==> src/rtl/fxp_pkg.sv <==
// Shared fixed-point constants and helpers for the recursive-gaussian datapath.
// Includes the round-robin priority search reused by the operator-sharing blocks.
package fxp_pkg;

    localparam int unsigned FXP_N  = 16;
    localparam int unsigned FXP_Q  = 12;
    localparam int unsigned RR_MAX = 8;

    // Magnitude field of an n-bit sign-magnitude word, zero-extended.
    function automatic logic [63:0] sm_mag(input logic [63:0] x, input int unsigned n);
        logic [63:0] mask;
        mask = (64'd1 << (n - 1)) - 64'd1;
        return x & mask;
    endfunction

    function automatic logic sm_sign(input logic [63:0] x, input int unsigned n);
        return ((x >> (n - 1)) & 64'd1) != 64'd0;
    endfunction

    // One-hot grant for the first set bit of req, searching circularly from start.
    function automatic logic [RR_MAX-1:0] rr_pick(input logic [RR_MAX-1:0] req,
                                                  input int unsigned start,
                                                  input int unsigned nreq);
        logic [RR_MAX-1:0] grant;
        logic              found;
        int unsigned       idx;
        grant = '0;
        found = 1'b0;
        for (int unsigned i = 0; i < RR_MAX; i++) begin
            idx = start + i;
            if (idx >= nreq) begin
                idx = idx - nreq;
            end
            if (!found && (i < nreq) && (((req >> idx) & RR_MAX'(1)) != '0)) begin
                grant = RR_MAX'(1) << idx;
                found = 1'b1;
            end
        end
        return grant;
    endfunction

endpackage

==> src/rtl/fxp_sm_mul.sv <==
// Combinational sign-magnitude Q-format multiply: truncates the low Q bits,
// flags overflow without saturating.
module fxp_sm_mul
    import fxp_pkg::*;
#(
    parameter int unsigned N = FXP_N,
    parameter int unsigned Q = FXP_Q
) (
    input  logic [N-1:0] a,
    input  logic [N-1:0] b,
    output logic [N-2:0] mag,
    output logic         sign,
    output logic         ovr
);

    localparam int unsigned W = 2 * N;

    logic [W-1:0] a_mag;
    logic [W-1:0] b_mag;
    logic [W-1:0] prod;
    logic [W-1:0] scaled;

    always_comb begin
        a_mag  = W'(sm_mag(64'(a), N));
        b_mag  = W'(sm_mag(64'(b), N));
        prod   = a_mag * b_mag;
        scaled = prod >> Q;
        mag    = scaled[N-2:0];
        // Anything left above the magnitude field after scaling is lost range.
        ovr    = |scaled[W-1:N-1];
        sign   = sm_sign(64'(a), N) ^ sm_sign(64'(b), N);
    end

endmodule

==> src/rtl/fxp_mul_rr_arbiter.sv <==
// Round-robin arbiter sharing one sign-magnitude multiplier between NREQ requesters,
// with a two-stage pipeline, one-hot result tags and per-requester sticky overflow.
module fxp_mul_rr_arbiter
    import fxp_pkg::*;
#(
    parameter int unsigned N    = FXP_N,
    parameter int unsigned Q    = FXP_Q,
    parameter int unsigned NREQ = 4
) (
    input  logic              clk,
    input  logic              rst,
    input  logic [NREQ-1:0]   i_valid,
    input  logic [NREQ*N-1:0] i_a,
    input  logic [NREQ*N-1:0] i_b,
    output logic [NREQ-1:0]   o_ready,
    output logic [NREQ-1:0]   o_rvalid,
    output logic [N-1:0]      o_result,
    output logic              o_ovr,
    output logic [NREQ-1:0]   o_ovr_sticky,
    input  logic [NREQ-1:0]   i_ovr_clr
);

    localparam int unsigned PtrW = $clog2(NREQ);

    logic [PtrW-1:0] ptr_q, ptr_d;
    logic            xfer;
    logic [N-1:0]    sel_a, sel_b;

    logic [N-1:0]    s1_a_q, s1_b_q;
    logic [NREQ-1:0] s1_tag_q;
    logic            s1_v_q;

    logic [N-2:0]    mul_mag;
    logic            mul_sign, mul_ovr;

    logic [NREQ-1:0] rvalid_q;
    logic [N-1:0]    result_q;
    logic            ovr_q;
    logic [NREQ-1:0] sticky_q, sticky_d;

    // Grant is always a subset of i_valid, so any grant bit is a transfer.
    always_comb begin
        o_ready = NREQ'(rr_pick(RR_MAX'(i_valid), 32'(ptr_q), NREQ));
        xfer    = |o_ready;
    end

    always_comb begin
        ptr_d = ptr_q;
        sel_a = '0;
        sel_b = '0;
        for (int unsigned k = 0; k < NREQ; k++) begin
            if (o_ready[k]) begin
                sel_a = i_a[k*N +: N];
                sel_b = i_b[k*N +: N];
                ptr_d = (k == NREQ - 1) ? '0 : PtrW'(k + 1);
            end
        end
    end

    fxp_sm_mul #(
        .N(N),
        .Q(Q)
    ) u_mul (
        .a   (s1_a_q),
        .b   (s1_b_q),
        .mag (mul_mag),
        .sign(mul_sign),
        .ovr (mul_ovr)
    );

    // Set wins over a same-cycle clear.
    always_comb begin
        sticky_d = (sticky_q & ~i_ovr_clr) | ((s1_v_q && mul_ovr) ? s1_tag_q : '0);
    end

    always_ff @(posedge clk or posedge rst) begin
        if (rst) begin
            ptr_q    <= '0;
            s1_v_q   <= 1'b0;
            s1_a_q   <= '0;
            s1_b_q   <= '0;
            s1_tag_q <= '0;
            rvalid_q <= '0;
            result_q <= '0;
            ovr_q    <= 1'b0;
            sticky_q <= '0;
        end else begin
            ptr_q    <= ptr_d;
            s1_v_q   <= xfer;
            if (xfer) begin
                s1_a_q   <= sel_a;
                s1_b_q   <= sel_b;
                s1_tag_q <= o_ready;
            end
            rvalid_q <= s1_v_q ? s1_tag_q : '0;
            if (s1_v_q) begin
                result_q <= {mul_sign, mul_mag};
                ovr_q    <= mul_ovr;
            end
            sticky_q <= sticky_d;
        end
    end

    assign o_rvalid     = rvalid_q;
    assign o_result     = result_q;
    assign o_ovr        = ovr_q;
    assign o_ovr_sticky = sticky_q;

endmodule

==> config.mk <==
export PLATFORM = sky130hd
export DESIGN_NAME = fxp_mul_rr_arbiter
export DESIGN_NICKNAME = d
export VERILOG_FILES = /design/src/rtl/fxp_pkg.sv /design/src/rtl/fxp_sm_mul.sv /design/src/rtl/fxp_mul_rr_arbiter.sv
export SDC_FILE = /design/constraint.sdc
export NUM_CORES = 1
export LEC_CHECK = 0
export CAP_MARGIN = 40
export CORE_ASPECT_RATIO = 2
export CORE_MARGIN = 2
export CORE_UTILIZATION = 28
export CTS_BUF_LIST = sky130_fd_sc_hd__clkbuf_4
export DETAILED_ROUTE_END_ITERATION = 12
export GPL_TIMING_DRIVEN = 0
export HOLD_SLACK_MARGIN = 0.12
export PLACE_DENSITY = 0.5
export SLEW_MARGIN = 0
export SYNTH_ARGS = -nofsm -noshare
export SYNTH_HDL_FRONTEND = slang
export SYNTH_SLANG_ARGS = --single-unit
==> constraint.sdc <==
create_clock -name clk -period 7.98 [get_ports clk]
set_input_delay 0.798 -clock clk [delete_from_list [all_inputs] [get_ports clk]]
set_output_delay 0.798 -clock clk [all_outputs]
set_load 0.05 [all_outputs]
## Word level (Yosys, flattened, before mapping)

Index checks and enable logic that the tools add are counted.
W data, S select, Z words.

- Register bits after elaboration: 64
- Logic and storage cells: 68
- Output and inout bits: 29

- Reductions and logical operators: 10
- $add $sub $neg: 7
- $lt $le $gt $ge: 4
- Multiplexer cells: 25
- Bitwise logic cells: 4
- Shift operators: 8
- Multiply operators: 1

Operator list:

| operator | number |
|---|---|
| $mux W16 | 8 |
| $mux W32 | 4 |
| $shl A1 B32 Y4 const A | 4 |
| $shr A4 B32 Y1 | 4 |
| $mul A15 B15 Y30 | 1 |
| $mux W4 | 6 |
| $sub A3 B3 Y4 const B | 3 |
| $ge A3 B3 Y1 const B | 3 |
| $mux W2 | 4 |
| $add A2 B2 Y3 const B | 2 |
| $reduce_or A5 Y1 | 1 |
| $and A4 B4 Y4 | 1 |
| $logic_and A1 B1 Y1 | 4 |
| $not A4 Y4 | 1 |
| $or A4 B4 Y4 | 1 |
| $reduce_bool A4 Y1 | 1 |
| $reduce_or A4 Y1 | 1 |
| $sub A2 B3 Y4 const B | 1 |
| $add A2 B1 Y3 const B | 1 |
| $ge A2 B3 Y1 const B | 1 |
| $logic_not A1 Y1 | 3 |
| $mux W1 | 3 |
| $xor A1 B1 Y1 | 1 |

## Depth between registers and ports, before layout

Gate-level depths: netlist (run 1).

- Depth in word-level cells: 17
- Depth in mapped cells: 22

## By module

From an unflattened synthesis (run 1), not the netlist that was laid out.

- Cell total of the unflattened synthesis: 1264
- Area total of the unflattened synthesis: 11334.6 sq um

Modules (own cells, without submodules):

| module | times used | area each (sq um) | cells an instance |
|---|---|---|---|
| fxp_sm_mul | 1 | 7259.5 | 809 |
| fxp_mul_rr_arbiter | 1 | 4075.2 | 455 |

## Worst setup path before layout (run 1)

Ideal clock, no wire load.

- Path type: reg2reg
- Start point: register s1_a_q[14]
- End point: register sticky_q[3], in the netlist o_ovr_sticky[3]
- Arrival: 5908 ps
- Clock period less this slack: 6051 ps
- Setup time: 143 ps
- Data required time: 7837 ps
- Slack: 1929 ps
- Cell stages (with the launch flop): 21
- Cells stage by stage: dfrtp_1 inv_1 clkbuf_1 nor2_1 fa_1 inv_1 fa_1 inv_1 fa_1 fa_1 fa_1 fa_1 ha_1 a2111o_1 a31oi_1 o31ai_1 a21oi_2 o31ai_4 mux2i_1 a311oi_2 o22ai_1

- Cells in the longest elaborated chain, start to end: 5

RTL lines:

| item | line | text |
|---|---|---|
| start, declared | fxp_mul_rr_arbiter.sv:29 | `logic [N-1:0] s1_a_q, s1_b_q;` |
| start signal, assigned | fxp_mul_rr_arbiter.sv:91 | `s1_a_q <= sel_a;` |
| $mul A15 B15 Y30 | fxp_sm_mul.sv:26 | `prod = a_mag * b_mag;` |
| $reduce_or A5 Y1 | fxp_sm_mul.sv:30 | `ovr = \|scaled[W-1:N-1];` |
| $logic_and A1 B1 Y1 | fxp_mul_rr_arbiter.sv:73 | `sticky_d = (sticky_q & ~i_ovr_clr) \| ((s1_v_q && mul_ovr) ? s1_tag_q : '0);` |
| $mux W4 | fxp_mul_rr_arbiter.sv:73 |  |
| $or A4 B4 Y4 | fxp_mul_rr_arbiter.sv:73 |  |
| net sticky_d[3] | fxp_mul_rr_arbiter.sv:39 | `logic [NREQ-1:0] sticky_q, sticky_d;` |
| end signal, assigned | fxp_mul_rr_arbiter.sv:100 | `sticky_q <= sticky_d;` |
| end, declared | fxp_mul_rr_arbiter.sv:39 |  |

The timed path passes the listed nets, and every way through them passes these cells.
A chain may end at the register's enable or synchronous reset.

## Worst setup path after layout (run 1)

- Start point: register s1_a_q[11]
- End point: register sticky_q[3], in the netlist o_ovr_sticky[3]

The elaborated chain is that of the path after synthesis.

==> run summary, run 1 <==
The worst setup path is launched from a flip-flop. The number of flops mapped to enable cells by yosys is 0. On the critical path, the stage with the largest delay is an instance of sky130_fd_sc_hd__clkinv_1.

The number of nets in the synthesized netlist is 1541. For this run, the top clock speed supported by timing is 133 MHz. Row generation in the floorplan step produced 101 rows. The die outline area is 40000 µm².

The die width is 142 µm. The flow ran to the end, and the final reports show no timing, DRC or antenna violations. Yosys mapped the design onto 73 distinct sky130hd cell types. The path with the worst hold slack has its endpoint at o_rvalid[2]$_DFF_PP0_.

Counting every sink on the clock net gives 64. The number of clock buffers inserted by TritonCTS came out at 9. The proportion of netlist area held by the largest area contributor is 31.0%. The endpoint identified for the worst register-to-register timing path is o_ovr_sticky[3]$_DFF_PP0_.

The first global-routing pass estimated 56600 µm of wire. The number of DRC violations after detailed-routing iteration 0 came out at 329. Ranked by total cell area, the synthesized netlist is headed by sky130_fd_sc_hd__fa_1 31%, sky130_fd_sc_hd__dfrtp_1 15%, sky130_fd_sc_hd__ha_1 11%, sky130_fd_sc_hd__inv_1 7.4%, sky130_fd_sc_hd__nor2_1 5.2%.

The starting density of the core came out at 28.3%. The share of final-layout standard cells stronger than drive strength 1 came out at 10.1%. The largest incremental delay on the critical path came out at 0.61 ns. The number of buffers and inverters on the critical path came out at 4.

The most numerous cell type found on the critical path is sky130_fd_sc_hd__fa_1. The dominant synthesized flop cell is sky130_fd_sc_hd__dfrtp_1. Detailed placement finished with a half-perimeter wire length of 32900 µm. The CTS H-tree depth is 3. The number of failing setup endpoints in the final timing report came out at 0. Broken down by cell family, the worst path's largest delay share belongs to adder cells.

Across all layers, the routed design uses 8805 vias. The vertical die dimension came out at 281 µm. The detail-routed via count per cell came out at 4.92. The pin count of the biggest net entering global routing is 50. The worst register-to-register path begins at s1_a_q[11]$_DFFE_PP0P_. In this run the top signal layer used is met4.

The tightest min-delay check is of the reg -> reg type. The arrival time at the worst endpoint is 7.87 ns. Hold is met by 0.496 ns. After synthesis, the share of flip-flops with an asynchronous set or reset is 100%. For the pin with the worst max-slew slack, the measured transition is 0.748 ns.

The total overflow left after global routing is 0. Traced cell by cell, the critical path runs through clkbuf_1 > clkinv_1 > nor2_1 > fa_1 > inv_1 > fa_1 > inv_1 > fa_1 > fa_1 > fa_1 > fa_1 > ha_1 > a21o_1 > a31oi_1 > o31ai_1 > a21oi_2 > o31ai_4 > mux2i_1 > a311oi_4 > o22ai_1. A synthesized cell averages 9.42 µm². The clock input transition at the sequential cells of the worst setup and hold paths is 0.13 ns. The required time at the worst-slack endpoint came out at 8.33 ns. TritonCTS built the clock tree. The start point of the critical path is s1_a_q[11]$_DFFE_PP0P_. The worst hold path begins at s1_tag_q[2]$_DFFE_PP0P_. In the final layout, the multi-input gates occupy 7950 µm². After detailed routing, the total wire length is 37900 µm.

The worst-path maximum fanout is 9. The number of ports placed on the die boundary is 167. Synthesis produced a netlist whose cell count is 1139. The worst setup path is of the reg -> reg kind. The detailed-router iteration count before antenna repair came out at 5.

The minimum clock period is 7.52 ns. Global routing used 19.4% of the available tracks. The total of buffers placed on input and output ports came out at 166. The number of buffers on the longest clock path came out at 2. After detailed routing, the number of remaining DRC violations is 0. The final weighted congestion of routability-driven global placement is 0.976. The worst relative slew slack is 50.1%. The average wire per standard cell came out at 21.2 µm. In this run the remaining antenna-violating nets after routing total 0. The period utilization came out at 94.3%. The final count of pins violating max slew was 0. For the worst flop-to-flop path, the logic depth is 20.

The root buffer cell chosen for the clock tree is sky130_fd_sc_hd__clkbuf_4. The reported max-cap violation count is 0. The sequential cell area fraction in the yosys report is 14.9%. The number of antenna violations at the first check in global routing was 3. The count of final hold-check violations is 0. The flip-flop and latch count after synthesis came out at 64. After clock tree synthesis, the setup repair step added 0 buffers.

The core footprint came out at 37900 µm². The total number of yosys warnings is 0. The number of nets in the layout is 1719. The number of hold buffers added after CTS was 0. The combined area of all synthesized cells came out at 10700 µm². In the final layout, flip-flops and latches occupy 1600 µm². The cell type with the highest aggregate area in the netlist is sky130_fd_sc_hd__fa_1. The critical path capture point type is a flip-flop.

After filler insertion, the fill cell instance count of the layout stands at 3960. The number of cells on the worst hold path is 2. The area growth from synthesis to layout is 22.5%. The post-route clock skew is 0.0215 ns. After routing, the total negative slack on setup checks comes to 0 ns.

Cells fill 34.7% of the core in the end. The routed length on met3 is 1180 µm. The count of cells resized by post-cts repair is 0. Clock latency on the worst-skew pair, taken at its later pin, is 0.49 ns. The number of global-route vias before repair is 9804. The register-to-register setup slack is 0.46 ns. In the final routing, the length of wire on met1 measures 11500 µm.

The total met2 wirelength after detailed routing came out at 22300 µm. Setup repair after global routing left no endpoint under its margin.
[worst register-to-register path, cell delays in order (launching register included)]
cell and delay [ns]:
sky130_fd_sc_hd__dfrtp_1 0.35, sky130_fd_sc_hd__clkbuf_1 0.39, sky130_fd_sc_hd__clkinv_1 0.62, sky130_fd_sc_hd__nor2_1 0.31, sky130_fd_sc_hd__fa_1 0.45, sky130_fd_sc_hd__inv_1 0.10, sky130_fd_sc_hd__fa_1 0.39, sky130_fd_sc_hd__inv_1 0.10
sky130_fd_sc_hd__fa_1 0.45, sky130_fd_sc_hd__fa_1 0.51, sky130_fd_sc_hd__fa_1 0.56, sky130_fd_sc_hd__fa_1 0.43, sky130_fd_sc_hd__ha_1 0.46, sky130_fd_sc_hd__a21o_1 0.19, sky130_fd_sc_hd__a31oi_1 0.12, sky130_fd_sc_hd__o31ai_1 0.50
sky130_fd_sc_hd__a21oi_2 0.15, sky130_fd_sc_hd__o31ai_4 0.37, sky130_fd_sc_hd__mux2i_1 0.19, sky130_fd_sc_hd__a311oi_4 0.59, sky130_fd_sc_hd__o22ai_1 0.17
[routing by layer]
layer,GRT usage [%],vias up
met5,0,-
met4,14.3,0
met3,1.98,100
met2,38.5,253
met1,17.6,4422
li1,-,4030
[Yosys cell counts (7+ instances only)]
| cell type | instances |
|---|---|
| sky130_fd_sc_hd__a21oi_1 | 20 |
| sky130_fd_sc_hd__a221oi_2 | 31 |
| sky130_fd_sc_hd__buf_6 | 8 |
| sky130_fd_sc_hd__clkbuf_1 | 21 |
| sky130_fd_sc_hd__clkinv_1 | 14 |
| sky130_fd_sc_hd__dfrtp_1 | 64 |
| sky130_fd_sc_hd__fa_1 | 166 |
| sky130_fd_sc_hd__ha_1 | 98 |
| sky130_fd_sc_hd__inv_1 | 213 |
| sky130_fd_sc_hd__mux2_2 | 15 |
| sky130_fd_sc_hd__nand2_1 | 140 |
| sky130_fd_sc_hd__nand3_1 | 7 |
| sky130_fd_sc_hd__nor2_1 | 150 |
| sky130_fd_sc_hd__o21ai_0 | 38 |
| sky130_fd_sc_hd__o221ai_2 | 31 |
| sky130_fd_sc_hd__xnor2_1 | 17 |
[state kept, by name, indices dropped and copies added (netlist names)]
| name | flops |
|---|---|
| o_ovr | 1 |
| o_ovr_sticky | 4 |
| o_result | 16 |
| o_rvalid | 4 |
| ptr_q | 2 |
| s1_a_q | 16 |
| s1_b_q | 16 |
| s1_tag_q | 4 |
| s1_v_q | 1 |
[per-stage QoR]
stage | area [µm²] | cells | setup slack (ns)
after floorplan | 10700 | 1139 | 1.93
after global placement | 13000 | 1768 | 0.298
after detailed placement | 13000 | 1769 | 0.262
after CTS | 13100 | 1784 | 0.215
after global routing | 13200 | 1787 | 0.132
final | 13200 | 1788 | 0.458
[layout make-up]
class | count | share of cell area (%)
clock inverter | 6 | 0.457
multi-input combinational | 797 | 60.5
buffer | 48 | 2.47
tap | 463 | 4.40
timing repair buffer | 167 | 12.8
inverter | 230 | 6.60
clock buffer | 9 | 0.514
sequential | 64 | 12.2
antenna | 4 | 0.0761
[logic make-up after synthesis]
family          Yosys count  share of synthesized area (%)
flops                    64                           14.9
fa+ha+maj               264                           42.4
simple gates            318                           12.2
mux                      21                           2.40
compound gates          175                           15.5
buf+inv                 278                           11.1
xor+xnor                 19                           1.55
[how the worst max path moves through the flow]
stage,end,slack [ns],cells past startpoint
floorplan,o_ovr_sticky[3]$_DFF_PP0_,1.93,20
global placement,o_ovr_sticky[3]$_DFF_PP0_,0.30,20
detailed placement,o_ovr_sticky[3]$_DFF_PP0_,0.26,20
CTS,o_ovr_sticky[3]$_DFF_PP0_,0.21,20
global route,o_ovr_sticky[3]$_DFF_PP0_,0.13,20
finish,o_ovr_sticky[3]$_DFF_PP0_,0.46,20
[placed cells by master (no fill, tap or decap), types with 6 or more instances in the layout]
master	count
sky130_fd_sc_hd__mux2_2	15
sky130_fd_sc_hd__a21oi_1	20
sky130_fd_sc_hd__dfrtp_1	64
sky130_fd_sc_hd__o21ai_1	6
sky130_fd_sc_hd__clkbuf_1	21
sky130_fd_sc_hd__buf_6	8
sky130_fd_sc_hd__xnor2_1	17
sky130_fd_sc_hd__clkdlybuf4s50_1	166
sky130_fd_sc_hd__nor2_1	150
sky130_fd_sc_hd__a221oi_2	31
sky130_fd_sc_hd__fa_1	166
sky130_fd_sc_hd__nand3_1	7
sky130_fd_sc_hd__o22ai_1	6
sky130_fd_sc_hd__ha_1	98
sky130_fd_sc_hd__o221ai_2	31
sky130_fd_sc_hd__clkbuf_4	10
sky130_fd_sc_hd__o21ai_0	38
sky130_fd_sc_hd__nand2_1	140
sky130_fd_sc_hd__clkinv_1	15
sky130_fd_sc_hd__inv_1	212
sky130_fd_sc_hd__a21o_1	6
Power of run 1 is not shown: default switching activity piles up to over one toggle a cycle in this logic, so the estimate is an artifact.
==> inputs of run 2 (changes only) <==
Settings changed: CTS_BUF_LIST sky130_fd_sc_hd__clkbuf_4 to default.
==> run 2 against run 1 <==
Design area grew 1.2%. Clock skew fell by 0.013 ns. Global-route usage about the same. Sequential share of layout area down 0.14 points. Final cell count barely moved.
==> run summary, run 2 (synthesized netlist as in run 1, its figures left out) <==
In the layout the commonest cells are 212 x sky130_fd_sc_hd__inv_1, 166 x sky130_fd_sc_hd__fa_1, 166 x sky130_fd_sc_hd__clkdlybuf4s50_1. The worst relative slew slack came out at 48.7%. The average wire per standard cell came out at 21.2 µm. The pin count of the biggest net entering global routing came out at 50. The insertion delay to the later sink of the worst-skew pair is 0.36 ns.

The total routing resource utilization after global routing came out at 19.4%. The final critical path takes up 95.6% of the cycle. The run finished with clean final reports. The remaining number of nets flagged by the antenna check after routing came out at 0.

The number of hold buffers added after CTS came out at 0. The worst setup path is launched from a flip-flop. For this design the top-level I/O count stands at 167. The number of clock sinks came out at 64. The startpoint of the tightest hold check path is s1_tag_q[2]$_DFFE_PP0P_. The via total after detailed routing came out at 8823. The core region is 37900 µm². Summed over all failing endpoints, the final setup total negative slack is 0 ns.

After clock tree synthesis, the repair step resized 0 gates. Hold is met by 0.491 ns. The number of DRC violations after detailed-routing iteration 0 is 343. The cell row count came out at 101. The number of antenna violations at the first check in global routing is 2. The total setup buffers inserted after CTS is 0. The clock passes through at most 2 buffers.

The share of final-layout standard cells stronger than drive strength 1 is 10.1%. The setup check on the worst reg-to-reg path leaves a slack of 0.35 ns. The starting density of the core came out at 28.3%. The worst reg2reg path depth is 20. The number of global-route vias before repair is 9806. The global-route wire length before repair came out at 56700 µm.

The startpoint of the lowest-slack register-to-register path is s1_a_q[11]$_DFFE_PP0P_. The clock input transition at the sequential cells of the worst setup and hold paths came out at 0.06 ns. Setup slack on the critical path of the routed design comes to 0.349 ns.

The maximum operating frequency is 131 MHz. The die outline area came out at 40000 µm². Fill cells in the final layout number 3957. The worst-path maximum fanout is 9.

TritonCTS built the clock tree. TritonCTS created 9 clock buffers. CTS placed an instance of sky130_fd_sc_hd__clkbuf_16 at the clock tree root. The sequential cell area came out at 1600 µm². The area of combinational cells with multiple inputs is 7940 µm². The CTS H-tree depth is 3. For this run, design rule violations remaining after detail routing come to 0.

The number of failing setup endpoints in the final timing report came out at 0. The detail-routed via count per cell came out at 4.94. The total of buffers placed on input and output ports is 166.

The type of the worst setup path is reg -> reg. In this run the critical register-to-register path is captured at o_ovr_sticky[3]$_DFF_PP0_. The commonest non-fill, non-tap cell in the layout is sky130_fd_sc_hd__inv_1. Routability-driven placement finished with a final weighted congestion of 0.976. The final HPWL from detailed placement is 32900 µm. Setup repair after global routing left no endpoint under its margin.

The count of final hold-check violations came to 0. For this run the aggregate overflow at the end of global routing stands at 0. From synthesis to final layout, the design area changed by 24.0%. The detailed-router iteration count before antenna repair is 5. The die width is 142 µm. The final wirelength is 37900 µm. For the pin with the worst max-slew slack, the measured transition is 0.769 ns. The class of the tightest hold or removal check is reg -> reg. The required time at the worst-slack endpoint came out at 8.18 ns. Data arrives at the worst endpoint at 7.83 ns.

The vertical die dimension is 281 µm. The final count of pins violating max slew is 0. Between clock sinks in the finished design, the worst skew comes to 0.00867 ns. The number of cells on the worst hold path came out at 2.

OpenSTA, run right after detailed placement, puts the worst setup slack at 0.262 ns. In the final design database the tool counted 1719 nets. STA classifies the critical path endpoint as a flip-flop. The path with the worst hold slack has its endpoint at o_rvalid[2]$_DFF_PP0_. Across the run, the number of max-cap violations was 0.

The minimum clock period came out at 7.63 ns.
## run 2: changes by cell type in the layout (fill, tap and decap cells not counted), sizes merged
cell	before	now
clkbuf	34	35
diode	4	3
clkinv	17	16
## run 2: layout make-up
| type | instances | area share [%] |
|---|---|---|
| Antenna cell | 3 | 0.0564 |
| Buffer | 48 | 2.44 |
| Clock buffer | 10 | 1.80 |
| Clock inverter | 5 | 0.423 |
| Inverter | 230 | 6.52 |
| Multi-Input combinational cell | 797 | 59.7 |
| Sequential cell | 64 | 12.0 |
| Tap cell | 463 | 4.35 |
| Timing Repair Buffer | 167 | 12.7 |
## run 2: how the worst max path moves through the flow
stage                                end              startpoint  cells past startpoint
2_1_floorplan  o_ovr_sticky[3]$_DFF_PP0_  s1_a_q[14]$_DFFE_PP0P_                     20
3_3_place_gp   o_ovr_sticky[3]$_DFF_PP0_  s1_a_q[11]$_DFFE_PP0P_                     20
4_1_cts        o_ovr_sticky[3]$_DFF_PP0_  s1_a_q[11]$_DFFE_PP0P_                     20
3_5_place_dp   o_ovr_sticky[3]$_DFF_PP0_  s1_a_q[11]$_DFFE_PP0P_                     20
5_1_grt        o_ovr_sticky[3]$_DFF_PP0_  s1_a_q[11]$_DFFE_PP0P_                     20
6_report       o_ovr_sticky[3]$_DFF_PP0_  s1_a_q[11]$_DFFE_PP0P_                     20
## run 2: per-stage QoR
step / cells / util, % / cell area, µm²
finish: 1787 / 35.1 / 13300
floorplan: 1139 / - / 10700
global placement: 1768 / 34.2 / 13000
global route: 1786 / 35.1 / 13300
detailed placement: 1769 / 34.3 / 13000
CTS: 1784 / 35.1 / 13300
## run 2: worst max-delay path, cell delays in order, from the launching register on
cell	delay (ns)
sky130_fd_sc_hd__dfrtp_1	0.32
sky130_fd_sc_hd__clkbuf_1	0.39
sky130_fd_sc_hd__clkinv_1	0.62
sky130_fd_sc_hd__nor2_1	0.31
sky130_fd_sc_hd__fa_1	0.45
sky130_fd_sc_hd__inv_1	0.10
sky130_fd_sc_hd__fa_1	0.39
sky130_fd_sc_hd__inv_1	0.10
sky130_fd_sc_hd__fa_1	0.45
sky130_fd_sc_hd__fa_1	0.51
sky130_fd_sc_hd__fa_1	0.56
sky130_fd_sc_hd__fa_1	0.43
sky130_fd_sc_hd__ha_1	0.46
sky130_fd_sc_hd__a21o_1	0.19
sky130_fd_sc_hd__a31oi_1	0.12
sky130_fd_sc_hd__o31ai_1	0.50
sky130_fd_sc_hd__a21oi_2	0.15
sky130_fd_sc_hd__o31ai_4	0.37
sky130_fd_sc_hd__mux2i_1	0.16
sky130_fd_sc_hd__a311oi_2	0.71
sky130_fd_sc_hd__o22ai_1	0.18
## run 2: routing by layer
metal  track usage [%]  part of all wire (%)  vias to the layer above
li1                  -                     -                     4022
met1              17.6                    30                     4418
met2              38.6                    59                      274
met3              2.03                   3.6                      109
met4              14.1                   8.0                        0
met5                 0                     0                        -
Power of run 2 is left out for the same reason.
